--- config.mk ---
export PLATFORM = sky130hd
export DESIGN_NAME = mem_arbiter_flat
export DESIGN_NICKNAME = d
export VERILOG_FILES = /design/src/rtl/mem_arbiter_if.sv /design/src/rtl/mem_arbiter.sv /design/src/flat_wrapper.sv
export SDC_FILE = /design/constraint.sdc
export NUM_CORES = 1
export LEC_CHECK = 0
export CAP_MARGIN = 20
export CORE_AREA = 2 2 105 107
export DETAILED_ROUTE_END_ITERATION = 6
export DIE_AREA = 0 0 107 109
export PLACE_DENSITY = 0.68
export SLEW_MARGIN = 20
export SYNTH_ARGS = -nofsm -noshare
export SYNTH_HDL_FRONTEND = slang
export SYNTH_SLANG_ARGS = --single-unit
--- constraint.sdc ---
create_clock -name CLK -period 2.4 [get_ports CLK]
set_clock_uncertainty 0.05 [all_clocks]
set_input_delay 0.48 -clock CLK [delete_from_list [all_inputs] [get_ports CLK]]
set_output_delay 0.48 -clock CLK [all_outputs]
set_load 0.05 [all_outputs]
--- src/rtl/mem_arbiter_if.sv ---
// Requester and RAM-side signals of the two-port memory arbiter.
// The slave modport is the arbiter's view; the master modport is the environment's view.
interface mem_arbiter_if #(
    parameter int ADDR_W = 32,
    parameter int DATA_W = 32
);
    logic [1:0]        req_ren;
    logic [1:0]        req_wen;
    logic [ADDR_W-1:0] req_addr0;
    logic [ADDR_W-1:0] req_addr1;
    logic [DATA_W-1:0] req_store0;
    logic [DATA_W-1:0] req_store1;
    logic [1:0]        req_wait;
    logic [DATA_W-1:0] req_load;
    logic [1:0]        req_err;
    logic              ramREN;
    logic              ramWEN;
    logic [ADDR_W-1:0] ramaddr;
    logic [DATA_W-1:0] ramstore;
    logic [DATA_W-1:0] ramload;
    logic [1:0]        ramstate;

    modport slave (
        input  req_ren, req_wen, req_addr0, req_addr1, req_store0, req_store1,
        input  ramload, ramstate,
        output req_wait, req_load, req_err, ramREN, ramWEN, ramaddr, ramstore
    );

    modport master (
        output req_ren, req_wen, req_addr0, req_addr1, req_store0, req_store1,
        output ramload, ramstate,
        input  req_wait, req_load, req_err, ramREN, ramWEN, ramaddr, ramstore
    );
endinterface

--- src/rtl/mem_arbiter.sv ---
// Round-robin arbiter sharing one RAM port between two requesters.
// A grant ends on RAM ACCESS, on requester abort, or when the stall timeout expires.
module mem_arbiter #(
    parameter int ADDR_W  = 32,
    parameter int DATA_W  = 32,
    parameter int TIMEOUT = 255
) (
    input  logic           CLK,
    input  logic           RST,
    mem_arbiter_if.slave   bus
);
    localparam int CNT_W = ($clog2(TIMEOUT + 1) > 8) ? $clog2(TIMEOUT + 1) : 8;
    localparam logic [1:0] ST_ACCESS = 2'd2;

    typedef enum logic [1:0] {
        IDLE = 2'd0,
        GNT0 = 2'd1,
        GNT1 = 2'd2
    } state_e;

    state_e             state_q, state_d;
    logic               rr_q, rr_d;
    logic [CNT_W-1:0]   cnt_q, cnt_d;

    logic [1:0]         act;
    logic               n;
    logic [1:0]         wait_c, err_c;
    logic [DATA_W-1:0]  load_c, store_c;
    logic [ADDR_W-1:0]  addr_c;
    logic               ren_c, wen_c;

    assign act = bus.req_ren | bus.req_wen;
    assign n   = (state_q == GNT1);

    always_comb begin
        state_d = state_q;
        rr_d    = rr_q;
        cnt_d   = cnt_q;
        wait_c  = act;
        err_c   = 2'b00;
        load_c  = '0;
        addr_c  = '0;
        store_c = '0;
        ren_c   = 1'b0;
        wen_c   = 1'b0;
        case (state_q)
            IDLE: begin
                cnt_d = '0;
                case (act)
                    2'b01:   state_d = GNT0;
                    2'b10:   state_d = GNT1;
                    2'b11:   state_d = rr_q ? GNT1 : GNT0;
                    default: state_d = IDLE;
                endcase
            end
            GNT0, GNT1: begin
                addr_c  = n ? bus.req_addr1  : bus.req_addr0;
                store_c = n ? bus.req_store1 : bus.req_store0;
                if (!act[n]) begin
                    // Requester gave up: release quietly, priority untouched
                    state_d = IDLE;
                end else begin
                    wen_c = bus.req_wen[n];
                    ren_c = bus.req_ren[n] & ~bus.req_wen[n];
                    if (bus.ramstate == ST_ACCESS) begin
                        wait_c[n] = 1'b0;
                        load_c    = bus.ramload;
                        state_d   = IDLE;
                        rr_d      = ~n;
                    end else if (cnt_q == CNT_W'(TIMEOUT)) begin
                        err_c[n] = 1'b1;
                        state_d  = IDLE;
                        rr_d     = ~n;
                    end else begin
                        cnt_d = cnt_q + 1'b1;
                    end
                end
            end
            default: state_d = IDLE;
        endcase
    end

    always_ff @(posedge CLK) begin
        if (RST) begin
            state_q <= IDLE;
            rr_q    <= 1'b0;
            cnt_q   <= '0;
        end else begin
            state_q <= state_d;
            rr_q    <= rr_d;
            cnt_q   <= cnt_d;
        end
    end

    // While reset is held nothing is issued or reported; stall mirrors activity
    assign bus.req_wait = RST ? act : wait_c;
    assign bus.req_err  = RST ? 2'b00 : err_c;
    assign bus.req_load = RST ? '0 : load_c;
    assign bus.ramREN   = ~RST & ren_c;
    assign bus.ramWEN   = ~RST & wen_c;
    assign bus.ramaddr  = RST ? '0 : addr_c;
    assign bus.ramstore = RST ? '0 : store_c;
endmodule

--- src/flat_wrapper.sv ---
// flat-port wrapper written by rule: the top's interface ports become plain ports
module mem_arbiter_flat 
#(
    parameter int ADDR_W  = 32,
    parameter int DATA_W  = 32,
    parameter int TIMEOUT = 255
)
  (CLK, RST, bus_req_ren, bus_req_wen, bus_req_addr0, bus_req_addr1, bus_req_store0, bus_req_store1, bus_ramload, bus_ramstate, bus_req_wait, bus_req_load, bus_req_err, bus_ramREN, bus_ramWEN, bus_ramaddr, bus_ramstore);
  mem_arbiter_if #(.ADDR_W(ADDR_W), .DATA_W(DATA_W)) bus_i ();
  input  logic CLK;
  input  logic RST;
  input wire logic [$bits(bus_i.req_ren)-1:0] bus_req_ren;
  input wire logic [$bits(bus_i.req_wen)-1:0] bus_req_wen;
  input wire logic [$bits(bus_i.req_addr0)-1:0] bus_req_addr0;
  input wire logic [$bits(bus_i.req_addr1)-1:0] bus_req_addr1;
  input wire logic [$bits(bus_i.req_store0)-1:0] bus_req_store0;
  input wire logic [$bits(bus_i.req_store1)-1:0] bus_req_store1;
  input wire logic [$bits(bus_i.ramload)-1:0] bus_ramload;
  input wire logic [$bits(bus_i.ramstate)-1:0] bus_ramstate;
  output wire logic [$bits(bus_i.req_wait)-1:0] bus_req_wait;
  output wire logic [$bits(bus_i.req_load)-1:0] bus_req_load;
  output wire logic [$bits(bus_i.req_err)-1:0] bus_req_err;
  output wire logic [$bits(bus_i.ramREN)-1:0] bus_ramREN;
  output wire logic [$bits(bus_i.ramWEN)-1:0] bus_ramWEN;
  output wire logic [$bits(bus_i.ramaddr)-1:0] bus_ramaddr;
  output wire logic [$bits(bus_i.ramstore)-1:0] bus_ramstore;
  assign bus_i.req_ren = bus_req_ren;
  assign bus_i.req_wen = bus_req_wen;
  assign bus_i.req_addr0 = bus_req_addr0;
  assign bus_i.req_addr1 = bus_req_addr1;
  assign bus_i.req_store0 = bus_req_store0;
  assign bus_i.req_store1 = bus_req_store1;
  assign bus_i.ramload = bus_ramload;
  assign bus_i.ramstate = bus_ramstate;
  assign bus_req_wait = bus_i.req_wait;
  assign bus_req_load = bus_i.req_load;
  assign bus_req_err = bus_i.req_err;
  assign bus_ramREN = bus_i.ramREN;
  assign bus_ramWEN = bus_i.ramWEN;
  assign bus_ramaddr = bus_i.ramaddr;
  assign bus_ramstore = bus_i.ramstore;
  mem_arbiter #(.ADDR_W(ADDR_W), .DATA_W(DATA_W), .TIMEOUT(TIMEOUT)) u_core (.CLK(CLK), .RST(RST), .bus(bus_i));
endmodule
==> metrics.md, run 1 <==
| Metric | Value |
|---|---|
| Status | finished with violations |
| Failing checks | setup timing |
| IO Count | 270 |
| Slew at the pin closest to its max-slew limit | 0.5493 ns |
| Critical Path RT | 1.87 ns |
| Setup violators final | 74 |
| Clock sink total | 11 |
| Remaining Overflow, GRT | 0 |
| Nets@finish | 728 |
| Max Cap Viol | 0 |
| Seq/Total Area, Yosys | 11.50% |
| DP HPWL | 9758 um |
| FF+latch count, synth | 11 |
| Worst IR Drop VDD | 0.0001720 V |
| Top cell type by total area after synthesis | mux2i_1 |
| Final hold viol count | 0 |
| Fillcell total | 851 |
| Maximum clock frequency | 380.5 MHz |
| Syn_nets | 448 |
| Slew Viols, Final | 0 |
| RD Place Congestion | 0.8501 |
| WL/cell | 17.57 um |
| Max Root-Sink Buffers | 2 |
| RSZ-0062 raised after global routing | yes |
| Core Region | 10600 um^2 |
| Highest metal used | met4 |
| Mapped Area | 1916 um^2 |
| Clock Root Buffer | clkbuf_8 |
| Setup ws final | -0.2279 ns |
| WP data arrival | 2.10 ns |
| Crit path capture type | output port |
| H-tree levels | 1 |
| Via density | 4.609 |
| Yosys cell types | 43 |
| Relative slew slack | 63.04% |
| WL final | 12270 um |
| Met3 wire len | 1018 um |
| Finished Core Util | 61.09% |
| # rows | 38 |
| Sequential share of power | 9.7% |
| Metal-1 WL | 4377 um |
| Final worst path period need | 2.628 ns |
| Clock latency at the later pin of the worst-skew pair | 0.24 ns |
| Combinational power share | 81.1% |
| Clock Power Share | 9.3% |
| Drt initial violations | 123 |
| Die Area | 11660 um^2 |
| Hold Path Class | reg -> reg |
| Layout cells sized above 1 | 42.27% |
| CTS tree | built |
| Layout area overhead | 238.1% |
| Power density cells | 317.8 nW/um^2 |
| Pleak | 2.337 nW |
| Top-area cell type share of the netlist area | 33.96% |
| Mean Syn Cell Area | 6.915 um^2 |
| IO buf count | 269 |
| Switching portion of total power | 43.32% |
| Psw | 891.8 uW |
| Met2 wire len | 6671 um |
| Initial cell density of the core | 18.07% |
| Cell Int Power | 1.167 mW |
| CTS Hold Bufs | 0 |
| Cts bufs inserted | 3 |
| DRC errors left | 0 |
| First-pass GRT wire length | 17130 um |
| Mapped Cells | 277 |
| Largest net degree at the start of global routing | 41 |
| Yosys Warn Count | 0 |
| Crit-path max FO | 8 |
| Vias in the first global route | 3295 |
| TritonRoute pass-1 iters | 4 |
| Final hold slack | 0.4633 ns |
| GRT Util Overall | 18.58% |
| Die X-Extent | 107 um |
| Clk slew on worst S/H paths | 0.05 ns |
| Initial antenna violation count | 2 |
| Crit path launch type | register |
| CP Class | reg -> out |
| Final worst path period share | 109.5% |
| Chip height | 109 um |
| Top cells by area, synth | mux2i_1 34%, nor2_1 14%, dfxtp_1 11%, and2_1 10%, clkbuf_1 2.9% |
| DR vias | 3217 |
| Routed Antenna Nets | 0 |
[Yosys cell counts, drive strengths merged]
library cell,instances
nor3,5
o221ai,1
a31oi,3
o31a,1
o31ai,1
or3b,1
clkbuf,15
dfxtp,11
a211o,1
a221o,1
o2111ai,1
o211ai,3
buf,9
o311ai,2
o22ai,2
a41oi,1
a21oi,6
or2,2
nor2,69
nand2b,1
nor4,3
or2b,1
a311oi,1
mux2i,65
nor4b,1
nand4,1
nor2b,1
nand3,6
nor3b,1
o41ai,1
or4,4
or3,1
inv,8
ha,3
nand3b,1
and2,32
o21ai,6
nand2,4
xnor2,1
[placed cells by master (no fill, tap or decap), types with 6 or more instances in the layout]
master             n
clkdlybuf4s50_1  161
buf_12           103
mux2i_1           62
nor2_2            44
and2_4            32
nor2_1            23
buf_4             14
dfxtp_1            9
nand3_1            6
buf_6              6
dlygate4sd2_1      6
[metrics by stage]
step                      worst slack, ns  power [mW]  setup TNS (ns)  cells  cell area (um^2)
final                             -0.2279       2.059          -9.211    698              6477
after global routing              -0.2913       2.145          -14.24    698              6477
after CTS                         -0.2218       2.010          -6.207    688              6280
after detailed placement          -0.2832       1.759          -14.07    678              6042
after global placement            -0.3011       1.737          -14.51    678              6042
after floorplan                   -0.2085      0.9230          -10.54    277              2121
[final timing paths]
kind / from / end / slack, ns / depth (start not counted)
setup reg to reg: u_core.state_q[1] / u_core.cnt_q[6] / 0.10 / 7
hold / removal: u_core.cnt_q[4] / u_core.cnt_q[4] / 0.46 / 2
hold reg to reg: u_core.cnt_q[4] / u_core.cnt_q[4] / 0.46 / 2
setup / recovery: u_core.state_q[0] / bus_req_load[31] / -0.23 / 8
[final cells by class]
| class | count | area (um^2) | area share, % |
|---|---|---|---|
| Antenna cell | 2 | 5.005 | 0.07726 |
| Clock buffer | 4 | 45.04 | 0.6954 |
| Inverter | 8 | 30.03 | 0.4636 |
| Multi-Input combinational cell | 234 | 1912 | 29.52 |
| Sequential cell | 11 | 222.7 | 3.438 |
| Tap cell | 140 | 175.2 | 2.704 |
| Timing Repair Buffer | 299 | 4088 | 63.11 |
[critical path, cell delays in order, from the launching register on]
cell and delay [ns]:
dfxtp_2 0.33, inv_2 0.06, ha_4 0.29, or2b_4 0.30
nor4_4 0.29, buf_6 0.17, buf_6 0.13, and2_4 0.15
buf_12 0.13
[flip-flops by register name (all words and copies together) (netlist names)]
signal	count
u_core.rr_q	1
u_core.cnt_q	8
u_core.state_q	2
[power groups by stage]
stage	Sequential [mW]	Clock [mW]	Combinational (mW)
after floorplan	0.200	0	0.723
after global placement	0.201	0	1.54
after detailed placement	0.202	0	1.56
after CTS	0.198	0.195	1.62
after global routing	0.199	0.206	1.74
final	0.199	0.191	1.67
[repair_timing]
item,in CTS,in global routing
gates resized for setup,52,33
cloned,3,5
setup buffers,3,3
pin swaps,11,32
setup endpoints to repair,101,96
[logic make-up after synthesis]
group	Yosys count	share of synthesized area [%]
adders and majority gates	3	1.960
buffers and inverters	32	6.401
and+or+nand+nor	134	34.75
DFF	11	11.50
xor gates and xnor gates	1	0.4573
muxes	65	33.96
AOI/OAI and AO/OA	31	10.97
[metal layers]
layer  global-route usage (%)  up-vias
met2                    35.08      182
met3                    4.961       17
li1                         -     1529
met1                    20.20     1489
met4                    5.751        0
met5                        0        -
Note: power is estimated with default switching activity, not from simulation.
==> run 2, diff against run 1 <==
- MAX_ROUTING_LAYER: unset -> met4
==> metrics.md, run 2 (same netlist as run 1, synthesis figures left out) <==
| Metric | Value |
|---|---|
| Status | finished with violations (unchanged) |
| Failing checks | setup timing (unchanged) |
| WL/cell | 17.54 um (was 17.57 um) |
| Number of instances in the placed design | 678 (unchanged) |
| Highest metal used | met4 (unchanged) |
| Cts bufs inserted | 3 (unchanged) |
| Layout area overhead | 237.8% (was 238.1%) |
| RSZ-0062 raised after global routing | yes (unchanged) |
| Chip height | 109 um (unchanged) |
| Relative slew slack | 64.75% (was 63.04%) |
| CTS Hold Bufs | 0 (unchanged) |
| Clock latency at the later pin of the worst-skew pair | 0.24 ns (about the same) |
| WL final | 12240 um (was 12270 um) |
| Crit path launch type | register (unchanged) |
| Setup violators final | 74 (unchanged) |
| Clk slew on worst S/H paths | 0.06 ns (was 0.05 ns) |
| Max Cap Viol | 0 (unchanged) |
| Power density cells | 318.0 nW/um^2 (was 317.8 nW/um^2) |
| Crit path capture type | output port (unchanged) |
| Initial antenna violation count | 2 (unchanged) |
| Worst IR Drop VDD | 0.0001721 V (was 0.0001720 V) |
| GRT Util Overall | 19.16% (was 18.58%) |
| Via density | 4.612 (was 4.609) |
| Metal-1 WL | 4574 um (was 4377 um) |
| Layout cells sized above 1 | 41.91% (was 42.27%) |
| Vias in the first global route | 3299 (was 3295) |
| WP data arrival | 2.10 ns (about the same) |
| FF-to-FF setup slack | 0.09 ns (was 0.10 ns) |
| Final worst path period need | 2.629 ns (was 2.628 ns) |
| CP Class | reg -> out (unchanged) |
| Final hold viol count | 0 (unchanged) |
| Critical Path RT | 1.87 ns (about the same) |
| Clock Root Buffer | clkbuf_8 (unchanged) |
| Overall power | 2.058 mW (was 2.059 mW) |
| Met2 wire len | 6653 um (was 6671 um) |
| DRC errors left | 0 (unchanged) |
| IO buf count | 269 (unchanged) |
| Setup_tns | -9.335 ns (was -9.211 ns) |
| Setup ws final | -0.2293 ns (was -0.2279 ns) |
| Clock sink total | 11 (unchanged) |
| TritonRoute pass-1 iters | 4 (unchanged) |
| Max FFs per register | 8 (unchanged) |
| Critical path origin | u_core.state_q[0] (unchanged) |
| First-pass GRT wire length | 17130 um (unchanged) |
| Slew Viols, Final | 0 (unchanged) |
| DP HPWL | 9758 um (unchanged) |
| DR vias | 3219 (was 3217) |
| Hold Path Class | reg -> reg (unchanged) |
| IO Count | 270 (unchanged) |
| Die Area | 11660 um^2 (unchanged) |
| Reg with most FFs | u_core.cnt_q (unchanged) |
| CTS tree | built (unchanged) |
| Nets@finish | 728 (unchanged) |
| H-tree levels | 1 (unchanged) |
| Largest regs | u_core.cnt_q: 8 flops, u_core.state_q: 2 flops, u_core.rr_q: 1 flops (unchanged) |
| Largest net degree at the start of global routing | 41 (unchanged) |
| Initial cell density of the core | 18.07% (unchanged) |
| R2r startpoint | u_core.state_q[1] (unchanged) |
| # rows | 38 (unchanged) |
| Met3 wire len | 858 um (was 1018 um) |
| RD Place Congestion | 0.8634 (was 0.8501) |
| Fin cells | 698 (unchanged) |
| Remaining Overflow, GRT | 0 (unchanged) |
| Crit-path max FO | 8 (unchanged) |
| Drt initial violations | 154 (was 123) |
| Most frequent cells in the layout | 161 x clkdlybuf4s50_1, 103 x buf_12, 63 x mux2i_1 (was 161 x clkdlybuf4s50_1, 103 x buf_12, 62 x mux2i_1) |
| Die X-Extent | 107 um (unchanged) |
| Most common cell after layout, fill and taps aside | clkdlybuf4s50_1 (unchanged) |
| Maximum clock frequency | 380.3 MHz (was 380.5 MHz) |
| Core Region | 10600 um^2 (unchanged) |
| Pleak | 2.335 nW (was 2.337 nW) |
| Hold Startpoint | u_core.cnt_q[4] (unchanged) |
| Routed Antenna Nets | 0 (unchanged) |
| Max Root-Sink Buffers | 2 (unchanged) |
| Final worst path period share | 109.6% (was 109.5%) |
| Slew at the pin closest to its max-slew limit | 0.5239 ns (was 0.5493 ns) |
## run 2: stage by stage
stage | hold WS (ns) | cell area (um^2) | worst slack (ns) | util (%)
2_1_floorplan | 0.3994 | 2121 | -0.2085 | -
3_3_place_gp | 0.4085 | 6042 | -0.3011 | 56.99
3_5_place_dp | 0.4455 | 6042 | -0.2832 | 56.99
4_1_cts | 0.4533 | 6280 | -0.2218 | 59.23
5_1_grt | 0.4717 | 6471 | -0.2913 | 61.03
6_report | 0.4625 | 6471 | -0.2293 | 61.03
## run 2: path summary, 6_finish.rpt
path / cells past startpoint / to
max: 8 / bus_req_load[22]
min: 2 / u_core.cnt_q[4]
max reg2reg: 7 / u_core.cnt_q[6]
min reg2reg: 2 / u_core.cnt_q[4]
## run 2: cell type report
class	count	area [um^2]
tap	140	175.2
multi-input combinational	234	1906
inverter	8	30.03
clock buffer	4	45.04
sequential	11	222.7
timing repair buffer	299	4088
fill	855	4131
antenna	2	5.005
## run 2: critical path, cell delays in order, from the launching register on
cell and delay, ns:
dfxtp_2 0.33, inv_2 0.06, ha_4 0.29, or2b_4 0.30, nor4_4 0.29, buf_6 0.17
buf_6 0.13, and2_4 0.15, buf_12 0.13
## run 2: where the power goes
part	internal, mW	leakage, nW	switching [mW]
registers	0.192	0.0898	0.00711
clock network	0.117	0.0228	0.0756
logic	0.857	2.22	0.809
total	1.17	2.34	0.892
## run 2: repair_timing
action | CTS | global route
pin swaps | 11 | 32
buffers inserted | 3 | 3
resized for setup | 52 | 31
gates cloned | 3 | 5
endpoints found under the setup margin | 101 | 97
hold endpoints to repair | 0 | 0
## run 2: metal layers
layer	up-vias	track usage [%]
li1	1533	-
met1	1499	21.06
met2	175	35.30
met3	12	3.646
met4	0	5.380
met5	-	-
